`src/rtl/sync_fifo.sv`:
```
// Single-clock synchronous FIFO with level status and per-request ack/err pulses.
// Define FIFO_ALMOST_FLAGS_EN to add the almost_full / almost_empty outputs.
module sync_fifo #(
    parameter int DATA_WIDTH = 32,
    parameter int ADDR_WIDTH = 3
) (
    input  logic                  clk,
    input  logic                  reset,
    input  logic                  rd_en,
    input  logic                  wr_en,
    input  logic [DATA_WIDTH-1:0] d_in,
    output logic [DATA_WIDTH-1:0] d_out,
    output logic [ADDR_WIDTH:0]   data_count,
    output logic                  full,
    output logic                  empty,
    output logic                  wr_ack,
    output logic                  wr_err,
    output logic                  rd_ack,
    output logic                  rd_err
`ifdef FIFO_ALMOST_FLAGS_EN
    ,
    output logic                  almost_full,
    output logic                  almost_empty
`endif
);

    localparam int DEPTH = 1 << ADDR_WIDTH;
    localparam logic [ADDR_WIDTH:0] COUNT_FULL = DEPTH[ADDR_WIDTH:0];
    localparam logic [ADDR_WIDTH:0] COUNT_ZERO = '0;

    logic [DATA_WIDTH-1:0] mem [DEPTH];
    logic [ADDR_WIDTH-1:0] head;
    logic [ADDR_WIDTH-1:0] tail;
    logic                  write_ok;
    logic                  read_ok;

    assign full     = (data_count == COUNT_FULL);
    assign empty    = (data_count == COUNT_ZERO);
    // Decisions use the level before the edge, so a simultaneous request on a
    // full or empty FIFO lets exactly one side through.
    assign write_ok = wr_en & ~full;
    assign read_ok  = rd_en & ~empty;

`ifdef FIFO_ALMOST_FLAGS_EN
    localparam logic [ADDR_WIDTH:0] COUNT_ONE = {{ADDR_WIDTH{1'b0}}, 1'b1};
    assign almost_full  = (data_count >= (COUNT_FULL - COUNT_ONE));
    assign almost_empty = (data_count <= COUNT_ONE);
`endif

    // NOTE: storage has no reset; its contents are don't-care until written,
    // and leaving it out lets the array map onto plain RAM/register files.
    always_ff @(posedge clk) begin
        if (write_ok) begin
            mem[tail] <= d_in;
        end
    end

    // NOTE: all state updates use non-blocking assignments so every register
    // samples pre-edge values, regardless of statement order.
    always_ff @(posedge clk) begin
        if (reset) begin
            head       <= '0;
            tail       <= '0;
            data_count <= '0;
            d_out      <= '0;
            wr_ack     <= 1'b0;
            wr_err     <= 1'b0;
            rd_ack     <= 1'b0;
            rd_err     <= 1'b0;
        end else begin
            wr_ack <= write_ok;
            wr_err <= wr_en & full;
            rd_ack <= read_ok;
            rd_err <= rd_en & empty;

            if (write_ok) begin
                tail <= tail + 1'b1;
            end
            if (read_ok) begin
                d_out <= mem[head];
                head  <= head + 1'b1;
            end

            case ({write_ok, read_ok})
                2'b10:   data_count <= data_count + 1'b1;
                2'b01:   data_count <= data_count - 1'b1;
                default: data_count <= data_count;
            endcase
        end
    end

endmodule

```
`config.mk`:
```
export PLATFORM = sky130hd
export DESIGN_NAME = sync_fifo
export DESIGN_NICKNAME = d
export VERILOG_FILES = /design/src/rtl/sync_fifo.sv
export SDC_FILE = /design/constraint.sdc
export NUM_CORES = 1
export LEC_CHECK = 0
export CORE_ASPECT_RATIO = 0.9
export CORE_MARGIN = 1.5
export CORE_UTILIZATION = 58
export CTS_CLUSTER_SIZE = 12
export DETAILED_ROUTE_END_ITERATION = 7
export PLACE_DENSITY_LB_ADDON = 0.1
export SLEW_MARGIN = 30
export SYNTH_ARGS = -nofsm -noshare
export SYNTH_HDL_FRONTEND = slang
export SYNTH_SLANG_ARGS = --single-unit
```
`constraint.sdc`:
```
create_clock -name clk -period 5.8 [get_ports clk]
set_input_delay 0.87 -clock clk [delete_from_list [all_inputs] [get_ports clk]]
set_output_delay 0.87 -clock clk [all_outputs]
set_load 0.05 [all_outputs]
```
==> flow_metrics.py <==
metrics = {
    "outcome": {
        "status": "completed",
    },
    "worst_setup_path": {
        "slowest_delay_ns": 0.82,
        "cp.required_ns": 4.93,
        "worstReg2RegStart": "data_count[1]",
        "worst-path-stages": 3,
        "regToRegSetupSlack_ns": 3.03,
        "critical_path_class": "register to primary output",
        "cpMaxStageDelayCell": "clkdlybuf4s50_1",
        "reg2reg_depth": 7,
        "critPathArrivalTime_ns": 2.57,
        "worst-path-max-fanout": 10,
        "path_buf_inv": 2,
        "setup.worst_path.end": "full",
        "r2r-end": "data_count[3]",
        "critical_path.startpoint": "data_count[1]",
        "startpoint_type": "register",
        "path_cells": "or4b_1 -> inv_1 -> clkdlybuf4s50_1",
        "worstSetupEndpointType": "primary output",
        "crit_family": "buffers and inverters",
    },
    "logic_synthesis": {
        "postSynthAreaPerCell_sq_um": 20.3,
        "synthesis.instances": 557,
        "ys_ff_latch": 302,
        "synth_fp_nets": 598,
        "synth_cell_types": 35,
        "yosys_warnings": 0,
        "synth-seq-area-share_pct": 76.1,
        "netlist_area_sq_um": 11300,
    },
    "floorplan": {
        "dieHeight_microns": 135,
        "dieArea_sq_um": 20300,
        "initial_core_util_pct": 59.0,
        "core_area_sq_um": 19200,
        "rows": 48,
        "fp.dieW_microns": 150,
        "boundaryPins": 78,
    },
    "cts": {
        "hold_buffers": 0,
        "worstSkewPairLatency_ns": 0.56,
        "clock-sinks": 302,
        "ctsResizeCount": 0,
        "post-cts-setup-buffers": 0,
        "clockBufferDepth": 3,
        "cts_buffers": 30,
        "root_buffer": "clkbuf_16",
        "cts.htree.levels": 1,
        "cts_tree": "yes",
        "path_clk_slew_ns": 0.06,
    },
    "timing": {
        "fin_setup_tns_ns": 0,
        "finalHoldViolations": 0,
        "min_period_ns": 3.44,
        "fin_crit_sh_pct": 59.3,
        "fmax_mhz": 291,
        "max_slew_margin_pct": 37.5,
        "setup_viol": 0,
        "rsz0062_at_grt": "false",
        "clock_skew_ns": 0.0234,
        "maxSlewViolCount": 0,
        "setup_slack_ns": 2.36,
        "tightest_slew_ns": 0.937,
    },
    "route": {
        "dr.pass1.iters": 4,
        "via_count": 5518,
        "drc_errors": 0,
        "vias_per_cell": 5.98,
        "antenna_left": 0,
        "drt_iter0_drc": 396,
        "wire_per_inst_microns": 23.6,
        "wl_mm": 21.8,
    },
    "place": {
        "gp_congestion": 0.713,
        "dp_hpwl_mm": 12.1,
        "preCtsSetupSlack_ns": 2.35,
        "numPortBuffers": 77,
        "place_area_sq_um": 12400,
    },
    "final_layout": {
        "area_delta_synth_final_pct": 18.0,
        "n_antenna_cell": 0,
        "nNetsFinal": 690,
        "final_layout_size_suffix_gt1_share_pct": 23.1,
        "design_area_sq_um": 13300,
    },
    "pwr": {
        "p_sw_mw": 1.85,
        "combPwrFrac_pct": 25.0,
        "ir_worst_vdd_v": 0.000269,
        "seqPwrFrac_pct": 44.5,
        "p_int_mw": 4.29,
        "p_leak_nw": 4.26,
        "switching_share_pct": 30.1,
        "power.total_mw": 6.14,
        "power.density_nw_per_um2": 460,
        "clkPwrFrac_pct": 30.5,
    },
    "grt": {
        "grt_pass1_wl_mm": 33.7,
        "grt.overflow.total": 0,
        "grt_pass1_vias": 5826,
        "grt_usage_pct": 22.6,
        "antenna_found_initial": 0,
        "grt_max_degree": 48,
    },
    "hold_path": {
        "hold_path.class": "register to register",
    },
    "flow_run": {
        "drv_cap": 0,
    },
}
[sequential cells by signal, indices dropped and copies added (netlist names)]
name	flops
wr_ack	1
mem	256
wr_err	1
d_out	32
rd_err	1
head	3
tail	3
rd_ack	1
data_count	4
[worst register-to-register path: stages, from the launching register on]
cell and delay (ns):
dfxtp_1 0.42, or4b_1 0.69, nand2_4 0.21, ha_1 0.34, nor4bb_1 0.33, o21ai_0 0.17, o31ai_1 0.12, mux2_2 0.37
[power groups by stage]
stage	clock network, mW	logic [mW]	registers [mW]
after global placement	0	1.52	2.77
after detailed placement	0	1.55	2.78
after floorplan	0	0.850	3.05
final	1.87	1.54	2.73
after CTS	1.90	1.56	2.74
after global routing	1.98	1.64	2.76
[cells by family (layout without fill, tap and decap cells)]
family,count (synthesis),count (layout),synth area share [%]
AOI/OAI and AO/OA,40,40,2.32
xor gates and xnor gates,7,7,0.542
adders and majority gates,5,5,0.553
buffers and inverters,33,148,1.98
DFF,302,302,76.1
muxes,67,67,13.0
and+or+nand+nor,103,103,5.45
[worst min-delay path by stage]
stage	slack, ns	startpoint	depth (start not counted)	end
after floorplan	0.51	tail[1]	2	tail[1]
after global placement	0.48	d_out[2]	2	d_out[2]
after detailed placement	0.49	d_out[8]	2	d_out[8]
after CTS	0.50	d_out[10]	2	d_out[10]
after global routing	0.53	d_out[26]	2	d_out[26]
final	0.50	d_out[15]	2	d_out[15]
[stage by stage]
stage	cells	utilization (%)	hold WS, ns
final	922	69.6	0.496
after global routing	922	69.6	0.529
after CTS	922	69.6	0.502
after detailed placement	867	64.7	0.486
after global placement	864	64.3	0.480
after floorplan	557	-	0.510
[synthesized netlist by cell type]
library cell | count | area, sq um
nor4bb_1 | 1 | 10.0
xor2_1 | 6 | 52.6
nand2b_4 | 1 | 13.8
mux2i_1 | 2 | 20.0
nand3_1 | 3 | 15.0
o22ai_1 | 32 | 200
o31ai_1 | 1 | 7.51
nor3_1 | 14 | 70.1
dfxtp_1 | 46 | 921
nor4_1 | 2 | 12.5
edfxtp_1 | 256 | 7690
and3b_1 | 1 | 8.76
nor4b_1 | 1 | 8.76
buf_4 | 5 | 37.5
a21oi_2 | 1 | 8.76
o21ai_0 | 3 | 15.0
o41a_4 | 1 | 21.3
nand2_4 | 2 | 22.5
ha_1 | 5 | 62.6
nor2_1 | 44 | 165
nor3_2 | 22 | 220
nand2b_1 | 2 | 12.5
clkbuf_1 | 7 | 26.3
xnor2_1 | 1 | 8.76
nor2b_1 | 3 | 18.8
mux2_2 | 1 | 11.3
or3_1 | 1 | 6.26
mux4_2 | 64 | 1440
buf_6 | 9 | 101
buf_2 | 11 | 55.1
nand2_1 | 4 | 15.0
nor3b_1 | 1 | 7.51
or4b_1 | 1 | 10.0
a21oi_1 | 2 | 10.0
inv_1 | 1 | 3.75
[routing by layer]
layer / part of all wire (%) / track usage (%) / vias to the layer above
met1: 41 / 29.8 / 2888
met5: 0 / 0 / -
met2: 52 / 39.2 / 144
li1: - / - / 2446
met4: 2.1 / 5.72 / 0
met3: 5.1 / 3.84 / 40
[cell usage in the layout (no fill, tap or decap), drive strengths merged, types with 2 or more instances in the layout]
| cell | synthesis | layout |
|---|---|---|
| nand2 | 6 | 6 |
| nor3 | 36 | 36 |
| clkbuf | 7 | 52 |
| a21oi | 3 | 3 |
| dfxtp | 46 | 46 |
| nor2b | 3 | 3 |
| xor2 | 6 | 6 |
| clkdlybuf4s50 | 0 | 76 |
| nand2b | 3 | 3 |
| edfxtp | 256 | 256 |
| mux2i | 2 | 2 |
| ha | 5 | 5 |
| o22ai | 32 | 32 |
| mux4 | 64 | 64 |
| o21ai | 3 | 3 |
| nand3 | 3 | 3 |
| nor4 | 2 | 2 |
| buf | 25 | 16 |
| bufinv | 0 | 2 |
| nor2 | 44 | 44 |
[area by class of cell]
cell class / instances / area, sq um
clock inverter: 3 / 65.1
sequential: 302 / 8610
inverter: 1 / 3.75
clock buffer: 52 / 885
tap: 250 / 313
multi-input combinational: 222 / 2520
timing repair buffer: 92 / 938
fill: 1184 / 5820
Note: power is estimated with default switching activity, not from simulation.
